$ cat config.mk
export PLATFORM = sky130hd
export DESIGN_NAME = cr_kme_fifo_unpacker
export DESIGN_NICKNAME = d
export VERILOG_FILES = /design/src/rtl/cr_kme_fifo_unpacker.sv
export SDC_FILE = /design/constraint.sdc
export NUM_CORES = 1
export LEC_CHECK = 0
export ABC_CLOCK_PERIOD_IN_PS = 4400
export CAP_MARGIN = 5
export CELL_PAD_IN_SITES_DETAIL_PLACEMENT = 0
export CELL_PAD_IN_SITES_GLOBAL_PLACEMENT = 1
export CORE_AREA = 2 2 130 132
export CTS_CLUSTER_DIAMETER = 120
export DETAILED_ROUTE_END_ITERATION = 8
export DIE_AREA = 0 0 132 134
export HOLD_SLACK_MARGIN = 0.02
export PLACE_DENSITY = 0.87
export SYNTH_ARGS = -nofsm -noshare
export SYNTH_HDL_FRONTEND = slang
export SYNTH_SLANG_ARGS = --single-unit
$ cat constraint.sdc
create_clock -name clk -period 4.4 [get_ports clk]
set_input_delay 0.44 -clock clk [delete_from_list [all_inputs] [get_ports clk]]
set_output_delay 0.44 -clock clk [all_outputs]
set_load 0.05 [all_outputs]
$ cat src/rtl/cr_kme_fifo_unpacker.sv
// cr_kme_fifo_unpacker
//   Read side of the KME show-ahead FIFO. Pops DATA_SIZE-bit words with the
//   FIFO valid/ack handshake and streams each one as NBEATS narrow beats,
//   LSB beat first, on a valid/ready interface toward the key-load datapath.
//   When downstream never stalls, the next word is popped in the same cycle
//   as the last beat of the current one, so the stream has no bubbles.
//
//   Optional feature macro: CR_KME_FIFO_UNPACK_CNT_EN
//     defined   -> word_cnt is a saturating 32-bit count of popped words
//     undefined -> word_cnt is tied to zero and no counter flops exist
module cr_kme_fifo_unpacker #(
  parameter int DATA_SIZE = 128,
  parameter int OUT_SIZE  = 32
) (
  input  logic                 clk,
  input  logic                 rst,
  input  logic [DATA_SIZE-1:0] fifo_out,
  input  logic                 fifo_out_valid,
  output logic                 fifo_out_ack,
  input  logic                 flush,
  output logic [OUT_SIZE-1:0]  out_data,
  output logic                 out_valid,
  input  logic                 out_ready,
  output logic                 out_sop,
  output logic                 out_eop,
  output logic [31:0]          word_cnt
);

  localparam int NBEATS = DATA_SIZE / OUT_SIZE;
  localparam int BCW    = (NBEATS > 1) ? $clog2(NBEATS) : 1;
  localparam logic [BCW-1:0] LAST_BEAT = BCW'(NBEATS - 1);

  // Held word viewed as an array of beats so beat selection is a plain index.
  logic [NBEATS-1:0][OUT_SIZE-1:0] hold_q;
  logic                            hold_vld_q;
  logic [BCW-1:0]                  beat_q;

  logic beat_xfer;
  logic last_xfer;
  logic ack;

  // Pop when the FIFO has a word and the holding register is free or
  // drains its final beat this cycle; never pop during reset or flush.
  always_comb begin
    beat_xfer = hold_vld_q & out_ready;
    last_xfer = beat_xfer & (beat_q == LAST_BEAT);
    ack       = fifo_out_valid & ~flush & ~rst & (~hold_vld_q | last_xfer);
  end

  assign fifo_out_ack = ack;

  // Holding register and beat index; flush outranks both pop and transfer.
  always_ff @(posedge clk or posedge rst) begin
    if (rst) begin
      hold_q     <= '0;
      hold_vld_q <= 1'b0;
      beat_q     <= '0;
    end else if (flush) begin
      hold_vld_q <= 1'b0;
      beat_q     <= '0;
    end else if (ack) begin
      hold_q     <= fifo_out;
      hold_vld_q <= 1'b1;
      beat_q     <= '0;
    end else if (beat_xfer) begin
      if (beat_q == LAST_BEAT) hold_vld_q <= 1'b0;
      else                     beat_q     <= beat_q + 1'b1;
    end
  end

  // Output view of the held word; sop/eop are gated so they stay low when idle.
  always_comb begin
    out_valid = hold_vld_q;
    out_data  = hold_q[beat_q];
    out_sop   = hold_vld_q & (beat_q == '0);
    out_eop   = hold_vld_q & (beat_q == LAST_BEAT);
  end

`ifdef CR_KME_FIFO_UNPACK_CNT_EN
  logic [31:0] word_cnt_q;

  // Count every pop, sticking at all-ones; flush leaves the count alone.
  always_ff @(posedge clk or posedge rst) begin
    if (rst)                            word_cnt_q <= '0;
    else if (ack && (word_cnt_q != '1)) word_cnt_q <= word_cnt_q + 32'd1;
  end

  assign word_cnt = word_cnt_q;
`else
  assign word_cnt = 32'h0;
`endif

endmodule
# Word-level counts from Yosys, hierarchy flattened

Cells that the tools add are included.

Bits in writable memories: 0
Register bits after elaboration: 131
ROM bits: 0
Output and inout bits: 68
Bits in latches: 0
Memories kept: 0
Word-level logic and storage cells: 37
Input bits: 133

Div/mod/pow operators: 0
$add $sub $neg: 1
Magnitude comparators: 1
Mux-type cells: 10
Multipliers: 0
Equality and inequality tests: 2
Shift operators: 0
Bitwise operators: 11
Reductions and logical operators: 6

Operator list:

| kind                                                                  | number |
|---|---|
| 32-bit binary-select mux with 2-bit select                            | 1 |
| 32-bit two-way mux                                                    | 1 |
| 2-bit two-way mux                                                     | 4 |
| 1-bit bitwise AND                                                     | 7 |
| 2-bit AND reduction                                                   | 3 |
| 3-bit nonzero test                                                    | 2 |
| 1-bit two-way mux                                                     | 4 |
| 2-bit by 3-bit < comparator with 1-bit output (second input constant) | 1 |
| 3-bit inequality test (second input constant)                         | 1 |
| 1-bit NOT                                                             | 3 |
| 2-bit by 1-bit adder with 2-bit output (second input constant)        | 1 |
| 2-bit == test (second input constant)                                 | 1 |
| 2-bit logical NOT                                                     | 1 |
| 1-bit bitwise OR                                                      | 1 |

# Longest topological paths before layout

Depth after elaboration: 6
Gate-level depth with buffers: 6
Mapped depth without buffers: 4

# Worst setup path after synthesis

OpenSTA, ideal clock, no wires.

Path type: register to output
Start: reg beat_q[0]
End: out out_data[0]
Buffers on the path: 2
Arrival: 1.491 ns
Data required time: 3.960 ns
Stages on the path, launching flop included: 4
Slack: 2.469 ns
Cell sequence: dfrtp_1 > buf_2 > buf_2 > mux4_2

Cells in the longest elaborated chain, start to end: 2

Ends and longest elaborated chain:

| element                                    | RTL line | RTL |
|---|---|---|
| start, declared                            | 36       | `logic [BCW-1:0] beat_q;` |
| start signal, assigned                     | 67       | `else beat_q <= beat_q + 1'b1;` |
| 32-bit binary-select mux with 2-bit select | 74       | `out_data = hold_q[beat_q];` |
| 32-bit two-way mux (implied by the code)   | 74       |  |
| end, declared                              | 21       | `output logic [OUT_SIZE-1:0] out_data,` |

No other way between the ends. The select of a mux whose other input is x is not followed.

# Final worst setup path

Start: reg beat_q[0]
End: out out_data[2]

The elaborated chain is that of the path after synthesis.

==> results.md <==
- Status: finished, final reports clean
- First drt pass iteration count: 4
- Worst Path Buf+Inv: 2
- Crit path max-delay family: buffers and inverters
- Cells after synthesis: 363
- CP Cell Sequence: buf_4, mux4_2, clkdlybuf4s50_1
- Site row count: 47
- First DRT Iteration DRCs: 108
- H-tree depth: 4
- Crit. End Element: output port
- Worst path max stage delay: 740 ps
- Setup_tns: 0 ps
- Latest clock arrival within the worst-skew pair: 410 ps
- Die area: 0.0177 sq mm
- Crit path max fanout: 18
- Worst Tran Pin Value: 898 ps
- Pwr/cell area: 485 mW/mm^2
- HPWL after DPL: 9030 microns
- I/O Pins: 201
- Clk pwr share: 0.349
- Detail Route Antenna Nets: 0
- # resized after CTS: 0
- Clock skew: 7.36 ps
- GPL Wtd Cong: 0.708
- Ys async rst share: 1.00
- VDD IR max: 0.000256 V
- Net Switching: 1.17 mW
- Pin count of the biggest net entering global routing: 131
- Setup Fix Bufs, Post-CTS: 0
- Layout area overhead: 38.8%
- Vias in the first global route: 3982
- Chip height: 134 microns
- P_leak: 3.36 nW
- Drt wl/cell: 16.7 microns
- Overflow after GRT: 0
- Hold_buf cts: 0
- First-pass GRT wire length: 21200 microns
- Setup repair after global routing missed its margin: no
- CTS Buffer Depth: 2
- Register area share after synthesis: 0.550
- Post-Syn Area per Cell: 16.4 sq um
- Reg power frac: 0.397
- Hold Slack: 480 ps
- GRT Overall Usage: 0.155
- Post-synth EDFFs: 0
- Final worst-path cycle share: 0.768
- Initial antenna violation count: 0
- Pint: 2.84 mW
- Clock slew at reported path FFs: 60 ps
- Switch share: 0.291
- Fillcell total: 1383
- Fin. max-slew vios: 0
- Max-cap violations: 0
- Max frequency: 0.296 GHz
- Clock Tree Root: clkbuf_16
- Startpoint types: register
- Primary FF master, synth: dfrtp_1
- # port buffers: 168
- Yosys Warn Count: 0
- Initial Util: 0.366
- Leading cell type in the layout, fill and taps excluded: clkdlybuf4s50_1
- Clk sink count: 131
- Hold WC Path Type: reg -> reg
- Drt total wl: 12800 microns
- Hold Vio Cnt, Final: 0
- Routed vias/inst: 4.63
- Die width: 132 microns
- Synth Cell Area: 0.00596 sq mm
- TritonCTS clock tree: built
- Critical Path RT: 3960 ps
- N_diodes: 0
- Critical path's slowest cell: dfrtp_2
- Final setup fails: 0
- WP data arrival: 2940 ps
- Cell variety after synth: 20
- Combinational power share: 0.254
- Yosys reg bits: 131
- Fin nets: 666
- Rel. slew slack: 0.401
- CORE AREA: 0.0163 sq mm
- Layout cells sized above 1: 0.199
- Crit path time final: 3380 ps
- DRC violations left: 0
- Vias post-DR: 3533
- Num CTS Buffers: 17
- Worst Setup Path Type: reg -> out
- Most frequent cells in the layout: clkdlybuf4s50_1, dfrtp_1, mux2_1, mux2_2
==> final cells by class <==
cell class / instances / area, sq um / area share
Clock buffer: 22 / 484 / 0.0585
Clock inverter: 9 / 104 / 0.0125
Inverter: 3 / 16.3 / 0.00196
Multi-Input combinational cell: 206 / 2390 / 0.289
Sequential cell: 131 / 3280 / 0.396
Tap cell: 220 / 275 / 0.0332
Timing Repair Buffer: 172 / 1720 / 0.208
==> stage by stage <==
stage	setup slack, ps	util	instance area, sq um	power (mW)	instances
after CTS	910	0.508	8280	4.07	763
after detailed placement	1360	0.472	7690	2.64	732
after floorplan	462	-	6080	2.30	394
after global placement	1400	0.472	7690	2.60	732
final	1020	0.508	8280	4.01	763
after global routing	784	0.508	8280	4.20	763
==> worst paths after layout <==
check	startpoint	endpoint	slack, ps	cells past startpoint
max reg2reg	beat_q[0]	hold_q[110]	1750	5
max	beat_q[0]	out_data[2]	1020	3
min	hold_q[5]	hold_q[5]	480	1
min reg2reg	hold_q[5]	hold_q[5]	480	1
min in group asynchronous	rst	out_valid	590	2
max in group asynchronous	rst	hold_q[116]	2860	3
==> synthesized netlist by cell type (2+ instances only) <==
cell type,number,share of area
ha_1,2,0.0042
inv_1,3,0.0019
mux2_1,90,0.17
clkbuf_1,4,0.0025
dfrtp_1,131,0.55
buf_6,9,0.017
mux4_2,32,0.12
mux2_2,38,0.072
and2_1,2,0.0021
nand2_1,2,0.0013
nor3_1,2,0.0017
buf_4,33,0.042
buf_2,8,0.0067
==> power by group through the flow <==
stage / Combinational, mW / Clock (mW) / Sequential [mW]
after floorplan: 0.733 / 0 / 1.56
after global placement: 1.00 / 0 / 1.60
after detailed placement: 1.03 / 0 / 1.62
after CTS: 1.03 / 1.44 / 1.60
after global routing: 1.07 / 1.50 / 1.63
final: 1.02 / 1.40 / 1.59
==> metal layers <==
layer  track usage  wire [microns]
met1         0.192            5390
met2         0.253            6400
met3        0.0567             766
met4        0.0543             199
met5             0               0
==> worst register-to-register path: stages (launching register included) <==
cell,delay (ps)
dfrtp_2,740
ha_1,280
nand2_1,110
a211oi_4,330
buf_12,520
mux2_2,560
==> cells by family after synthesis <==
family,Yosys count,share of synthesized area
xor gates and xnor gates,1,0.00147
muxes,161,0.364
adders and majority gates,2,0.00419
DFF,131,0.550
and+or+nand+nor,8,0.00734
buffers and inverters,57,0.0696
other,1,0.000629
AOI/OAI and AO/OA,2,0.00294
==> state kept, by name (all words and copies together), names as in the netlist <==
register	flops
hold_q	128
beat_q	2
out_valid	1
No activity file was read; power rests on OpenSTA's default activity.
